===== src/rtl/counter_cfg_sequencer.sv =====
// Timebase counter sequencer: stages configuration from the register block, commits it to the
// live counter configuration only at wrap boundaries, and drives the counter's enable/clear.
module counter_cfg_sequencer #(
   parameter int CW = 16,
   parameter int PW = 8
) (
   input  logic          clk,
   input  logic          rst_n,
   input  logic          cfg_valid,
   output logic          cfg_ready,
   input  logic [CW-1:0] cfg_period,
   input  logic [PW-1:0] cfg_prescale,
   input  logic          cfg_up,
   input  logic          start,
   input  logic          stop,
   input  logic          oneshot,
   input  logic [CW-1:0] count_val,
   output logic [CW-1:0] period,
   output logic [PW-1:0] prescale,
   output logic          upnotdown,
   output logic          en,
   output logic          count_reset,
   output logic          update_evt,
   output logic          done,
   output logic          running
);

   typedef enum logic [1:0] {
      ST_IDLE = 2'd0,
      ST_ARM  = 2'd1,
      ST_RUN  = 2'd2
   } state_t;

   state_t        state_q, state_d;
   logic [CW-1:0] period_q, period_d;
   logic [PW-1:0] prescale_q, prescale_d;
   logic          upnotdown_q, upnotdown_d;
   logic [CW-1:0] sh_period_q, sh_period_d;
   logic [PW-1:0] sh_prescale_q, sh_prescale_d;
   logic          sh_up_q, sh_up_d;
   logic          pend_q, pend_d;
   logic [CW-1:0] prev_q, prev_d;
   logic          cfg_ready_q, cfg_ready_d;
   logic          en_q, en_d;
   logic          count_reset_q, count_reset_d;
   logic          update_evt_q, update_evt_d;
   logic          done_q, done_d;
   logic          running_q, running_d;

   logic [CW-1:0] wrap_val_s;
   logic          boundary_s;
   logic          commit_s;

   // A boundary is the counter arriving at its wrap value; a zero period wraps every cycle.
   always_comb begin
      wrap_val_s = upnotdown_q ? {CW{1'b0}} : period_q;
      if (state_q != ST_RUN) begin
         boundary_s = 1'b0;
      end else if (period_q == {CW{1'b0}}) begin
         boundary_s = 1'b1;
      end else begin
         boundary_s = (count_val != prev_q) && (count_val == wrap_val_s);
      end
   end

   // Next-state, staging/commit and registered-output computation.
   always_comb begin
      state_d       = state_q;
      period_d      = period_q;
      prescale_d    = prescale_q;
      upnotdown_d   = upnotdown_q;
      sh_period_d   = sh_period_q;
      sh_prescale_d = sh_prescale_q;
      sh_up_d       = sh_up_q;
      pend_d        = pend_q;
      prev_d        = count_val;
      done_d        = 1'b0;

      case (state_q)
         ST_IDLE: commit_s = pend_q;
         ST_ARM:  commit_s = pend_q;
         ST_RUN:  commit_s = pend_q && boundary_s;
         default: commit_s = 1'b0;
      endcase

      // A pending shadow blocks new captures, so commit and capture never coincide.
      if (commit_s) begin
         period_d    = sh_period_q;
         prescale_d  = sh_prescale_q;
         upnotdown_d = sh_up_q;
         pend_d      = 1'b0;
      end else if (cfg_valid && !pend_q) begin
         sh_period_d   = cfg_period;
         sh_prescale_d = cfg_prescale;
         sh_up_d       = cfg_up;
         pend_d        = 1'b1;
      end else begin
         pend_d = pend_q;
      end

      case (state_q)
         ST_IDLE: begin
            if (stop) begin
               state_d = ST_IDLE;
            end else if (start) begin
               state_d = ST_ARM;
            end else begin
               state_d = ST_IDLE;
            end
         end
         ST_ARM: begin
            if (stop) begin
               state_d = ST_IDLE;
            end else begin
               state_d = ST_RUN;
            end
         end
         ST_RUN: begin
            if (stop) begin
               state_d = ST_IDLE;
            end else if (oneshot && boundary_s) begin
               state_d = ST_IDLE;
               done_d  = 1'b1;
            end else begin
               state_d = ST_RUN;
            end
         end
         default: state_d = ST_IDLE;
      endcase

      // Outputs are registered images of the state being entered.
      cfg_ready_d   = !pend_d;
      update_evt_d  = commit_s;
      en_d          = (state_d == ST_RUN);
      running_d     = (state_d == ST_RUN);
      count_reset_d = (state_d == ST_ARM);
   end

   // State, configuration and output registers.
   always_ff @(posedge clk or negedge rst_n) begin
      if (!rst_n) begin
         state_q       <= ST_IDLE;
         period_q      <= {CW{1'b0}};
         prescale_q    <= {PW{1'b0}};
         upnotdown_q   <= 1'b1;
         sh_period_q   <= {CW{1'b0}};
         sh_prescale_q <= {PW{1'b0}};
         sh_up_q       <= 1'b0;
         pend_q        <= 1'b0;
         prev_q        <= {CW{1'b0}};
         cfg_ready_q   <= 1'b1;
         en_q          <= 1'b0;
         count_reset_q <= 1'b0;
         update_evt_q  <= 1'b0;
         done_q        <= 1'b0;
         running_q     <= 1'b0;
      end else begin
         state_q       <= state_d;
         period_q      <= period_d;
         prescale_q    <= prescale_d;
         upnotdown_q   <= upnotdown_d;
         sh_period_q   <= sh_period_d;
         sh_prescale_q <= sh_prescale_d;
         sh_up_q       <= sh_up_d;
         pend_q        <= pend_d;
         prev_q        <= prev_d;
         cfg_ready_q   <= cfg_ready_d;
         en_q          <= en_d;
         count_reset_q <= count_reset_d;
         update_evt_q  <= update_evt_d;
         done_q        <= done_d;
         running_q     <= running_d;
      end
   end

   assign cfg_ready   = cfg_ready_q;
   assign period      = period_q;
   assign prescale    = prescale_q;
   assign upnotdown   = upnotdown_q;
   assign en          = en_q;
   assign count_reset = count_reset_q;
   assign update_evt  = update_evt_q;
   assign done        = done_q;
   assign running     = running_q;

endmodule


===== config.mk =====
export PLATFORM = sky130hd
export DESIGN_NAME = counter_cfg_sequencer
export DESIGN_NICKNAME = d
export VERILOG_FILES = /design/src/rtl/counter_cfg_sequencer.sv
export SDC_FILE = /design/constraint.sdc
export NUM_CORES = 1
export LEC_CHECK = 0
export CORE_MARGIN = 2
export CORE_UTILIZATION = 25
export CTS_BUF_LIST = sky130_fd_sc_hd__clkbuf_4 sky130_fd_sc_hd__clkbuf_8
export CTS_CLUSTER_DIAMETER = 150
export DETAILED_ROUTE_END_ITERATION = 12
export SLEW_MARGIN = 40
export SYNTH_ARGS = -nofsm -noshare
export SYNTH_HDL_FRONTEND = slang
export SYNTH_SLANG_ARGS = --single-unit

===== constraint.sdc =====
create_clock -name clk -period 6.25 [get_ports clk]
set_input_delay 1.5625 -clock clk [delete_from_list [all_inputs] [get_ports clk]]
set_output_delay 1.5625 -clock clk [all_outputs]
set_load 0.05 [all_outputs]

# Word-level counts from Yosys, hierarchy flattened
# Index checks and enable logic that the tools add are counted.
# totals
register_bits	74
latch_bits	0
ram_bits	0
mem_bits_ro	0
in_bits	47
elab_cells	47
memories	0
# classes
addsub	0
mul	0
div_mod_pow	0
order_cmp	0
n_eq_ne	7
shifts	0
n_mux	15
bitwise	1
n_reduce_logical	10
# ops
operator	n
16-bit equality test	1
16-bit logical NOT	1
16-bit two-way mux	1
16-bit != test	1
1-bit two-way mux	9
2-bit two-way mux	3
2-bit case mux with 3 select lines	1
2-bit by 1-bit equality test with 1-bit output (second input constant)	2
2-bit equality test (second input constant)	2
1-bit logical AND	4
1-bit logical NOT	2
2-bit logical NOT	1
2-bit != test (second input constant)	1
1-bit case mux with 2 select lines	1
2-bit AND reduction	1
2-bit OR reduction	1
1-bit NOT	1

# Depth between registers and ports, before layout
# depth
depth_word	10
mapped_depth	8
ltp_nobuf	6

# Least setup slack after synthesis
# OpenSTA, ideal clock, no wires.
# synth_timing
path_kind	input to register
start	input count_val[11]
end	register period_q[10], in the netlist period[10]
arrival_ps	3321
required_ps	6125
setup_slack_ps	2804
stages	7
cell_sequence	nor4b_1 nand2_1 a32oi_2 nand4_2 o41ai_4 buf_6 mux2_4
# synth_between
elab_chain_len	6
elab_cells_between_ends	7
cone_classes	2 x eq/ne; 3 x mux; 2 x reduce/logical
# synth_rtl
element	line_no	source
start: declaration	17	input logic [CW-1:0] count_val,
16-bit != test / 16-bit equality test (equally long branches)	62	boundary_s = (count_val != prev_q) && (count_val == wrap_val_s);
1-bit logical AND (*)	62	
1-bit two-way mux (*)	59	end else if (period_q == {CW{1'b0}}) begin
1-bit two-way mux (*)	57	if (state_q != ST_RUN) begin
1-bit logical AND (*)	82	ST_RUN: commit_s = pend_q && boundary_s;
1-bit case mux with 2 select lines (*)	79	case (state_q)
end signal: assignment	143	period_q <= {CW{1'b0}};
end signal: assignment	159	period_q <= period_d;
end: declaration	35	logic [CW-1:0] period_q, period_d;
# Every way passes the cells marked *; elsewhere a longest branch is shown, timed or not.
# A chain may end at the register's enable or synchronous reset.

# Final worst setup path
# layout_timing
start	input count_val[3]
end	register period_q[2], in the netlist period[2]
# The elaborated chain is that of the path after synthesis.

==> summary.md <==
The run finished with clean final reports. For the pin with the worst max-slew slack, the measured transition is 696 ps. The async set or reset register ratio after synthesis came out at 100%.

Along the worst path, the maximum fanout reaches 26. The run gives 53.6% as the tightest slew margin relative to the limit. The synthesized design spends more area on one cell type than any other, namely sky130_fd_sc_hd__dfrtp_1. Among all stages on the critical path, the largest delay is contributed by sky130_fd_sc_hd__clkdlybuf4s50_1. The clock-pin slew reported for the worst setup and hold paths after clock tree synthesis was 80 ps.

After synthesis the cells add up to 3310 um2. The number of cells produced by synthesis was 237; the width of the die was 119 um. The die outline height was 119 um; the number of antenna violations at the first check in global routing was 0. The first global-routing pass estimated 12.5 mm of wire. The final non-filler cell total is 498, and the post-CTS setup buffer count is 0. The worst setup path is launched from an input port. The fraction of final layout cells sized beyond drive strength 1 was 24.8%; the count of input and output buffers was 77. Derived from the worst setup path, the maximum achievable clock frequency is 261 MHz. The smallest clock period supported by the final layout is computed as 3830 ps.

From synthesis to final layout, the design area changed by 34.4%. Using the TritonRoute via totals, the vias-per-cell ratio works out to 4.39. The tools report the endpoint kind of the worst setup timing path as a flip-flop.

The detail-routed net length per standard cell was 15.3 um. Dividing the final minimum period by the clock period gives 61.3%. Of the total synthesized cell area, the portion taken by XOR and XNOR cells is 6.34%. In the final design database the tool counted 364 nets. The tool flagged a number of max-cap violations equal to 0. On the worst path, the slowest cell contributes a delay of 510 ps.

Dividing total power by cell area gives a power density of 458 nW/um2. The warning count from the yosys run is 0. The synthesized netlist devotes 6.50% of its cell area to compound gates. The routed layout has 2186 vias. For this block, the routed nets add up to 7.64 mm of wire. Measured against the total synthesized area, the mux share comes to 19.1%.

In this run, distinct cell masters in the synthesized netlist total 37. In the routed design, unresolved DRC markers number 0. The synthesized design contains 74 register bits. Detailed placement ended at an HPWL of 5.30 mm. Setup repair after global routing left no endpoint under its margin.

The clock root buffer was sky130_fd_sc_hd__clkbuf_8. The pre-antenna-repair detailed-routing pass consisted of 4 iterations. Static leakage: 0.00180 uW. 78 I/O pins were placed. The tools report the number of clock sinks as 74. The clock arrives with 12.1 ps of skew. Of the post-synthesis cell area, the dominant cell type holds 54.4%.

The total setup violations reported at the end of the flow is 0. Of the total synthesized cell area, the portion taken by full adders, half adders and majority gates is 0%. The number of nets in the synthesized netlist is 284. The initial cell density of the core came out at 25.3%.

By area, the combinational part of the netlist is dominated by multiplexers. Among the stages of the critical path, the cell type that occurs most often is sky130_fd_sc_hd__a32oi_1. Summing the areas of all and, or, nand and nor instances in the mapped netlist gives 9.78% of the synthesized area.

The placed instance count came out at 482. Number of global-route vias before repair: 2341. The worst slack at placement is 2030 ps. Leaving out fill and tap cells, the most frequent cells in the layout are 76 x sky130_fd_sc_hd__clkdlybuf4s50_1, 72 x sky130_fd_sc_hd__dfrtp_1, 31 x sky130_fd_sc_hd__mux2_2. TritonCTS built the clock tree. At the worst endpoint, the arrival time is 4080 ps. Buffers inserted to repair hold after CTS numbered 0. The count of endpoints failing hold in the final timing report came out at 0. The worst setup path is of the input port to flip-flop kind. Each instance of the synthesized netlist takes up on average 14.0 um2. The final antenna diode count was 0; the sum of overflow across all layers after global routing was 0.

The count of nets left with antenna violations once routing finished came out at 0. The worst hold path belongs to the class flip-flop to flip-flop. By area the synthesized netlist is led by sky130_fd_sc_hd__dfrtp_1 54%, sky130_fd_sc_hd__mux2_2 11%, sky130_fd_sc_hd__mux2_4 8.6%.

Counting flops with a built-in enable in the synthesized netlist gives 0. At the worst endpoint, the required time is 6500 ps. Quantity of gates resized following cts: 0.

The floorplan core area was 13100 um2; the count of H-tree levels built during CTS was 3. Summing the sequential cell areas from Yosys gives 56.0% of the chip area. Entering global routing, the biggest net connects 75 pins. In the post-route analysis, the smallest setup slack over all paths is 2420 ps. The logs give 113 for the first-iteration detailed-routing DRC count and 42 for the total number of placement rows. The most used flip-flop cell after synthesis is sky130_fd_sc_hd__dfrtp_1. Most common library cell in the layout ignoring fill and taps: sky130_fd_sc_hd__clkdlybuf4s50_1. Routability-driven placement finished with a final weighted congestion of 0.737. The run gives 11.7% as the total track usage.

The floorplan step defined a die boundary enclosing 14200 um2. TritonCTS created 9 clock buffers. In this run the deepest clock path goes through 2 buffers.

The max-slew violation count was 0; the peak ir drop on the vdd network was 189 uV. The tools report the clock network latency to the later pin of the worst-skew pair as 370 ps. For the final routed database, the setup TNS stands at 0 ps. Traced cell by cell, the critical path runs through clkdlybuf4s50_1, nor4b_2, a32oi_1, a32oi_1, nand4_2, o41ai_4, buf_4, mux2_2.
## worst max-delay path: cells and delay by family
kind                   cells  cell delay, ps
AND/OR/NAND/NOR            2             480
multiplexers               1             390
AO/OA/AOI/OAI              3             650
buffers and inverters      2             980
## routing by layer
metal	vias up	track usage, %	routed length (um)
li1	1027	-	-
met1	1078	14.7	3480
met3	14	3.54	410
met4	0	6.77	221
met5	-	0	0
met2	67	17.8	3530
## area by class of cell
cell class                 instances  area, um2
tap                              176        220
timing repair buffer              79        787
clock inverter                     5       53.8
multi-input combinational        151       1390
inverter                           2       7.51
fill                            1293       8630
clock buffer                      11        145
sequential                        74       1850
## kinds of logic (layout without fill, tap and decap cells)
kind of cell,count (synthesis),after routing
flops,74,74
xor+xnor,24,24
mux,50,50
compound gates,25,25
simple gates,52,52
buf+inv,12,97
## state kept, by name, summed over array words and instances, names as in the netlist, 2 cells and up
signal	flops
prev_q	16
period	16
state_q	2
sh_period_q	16
sh_prescale_q	8
prescale	8
## cells in the mapped netlist (all sizes together), types with 2 or more instances
master / n
buf: 6
dfrtp: 72
nor4: 8
a31oi: 6
nand2: 4
o21ai: 4
o32ai: 4
dfstp: 2
inv: 2
nor4bb: 4
nand4: 2
a32oi: 4
nand4b: 2
xor2: 16
nor2: 19
xnor2: 8
nor4b: 5
mux2: 50
o31ai: 3
and2b: 2
clkbuf: 4
## power by group
group	leakage [uW]	internal, uW	switching (uW)
sequential	0.000873	616	175
combinational	0.000820	389	478
clock	0.000106	198	182
## path summary, 6_finish.rpt
| check | end | from | slack (ps) | cells past startpoint |
|---|---|---|---|---|
| min in group asynchronous | prev_q[5]$_DFF_PN0_ | rst_n | 1220 | 1 |
| worst min register to register | period[6]$_DFFE_PN0P_ | sh_period_q[6]$_DFFE_PN0P_ | 490 | 1 |
| worst max register to register | period[2]$_DFFE_PN0P_ | upnotdown$_DFFE_PN1P_ | 3570 | 6 |
| max in group asynchronous | prescale[7]$_DFFE_PN0P_ | rst_n | 4550 | 1 |
| worst min-delay path | period[6]$_DFFE_PN0P_ | sh_period_q[6]$_DFFE_PN0P_ | 490 | 1 |
| worst max-delay path | period[2]$_DFFE_PN0P_ | count_val[3] | 2420 | 8 |
## per-stage QoR
step           cell area (um2)  utilization, %  power, uW  hold slack, ps
2_1_floorplan             3310               -       1370             475
3_3_place_gp              4250            32.5       1660             486
3_5_place_dp              4260            32.5       1670             491
4_1_cts                   4450            34.0       2070             499
5_1_grt                   4450            34.0       2160             518
6_report                  4450            34.0       2040             494
Power figures use the tool's default switching activity.
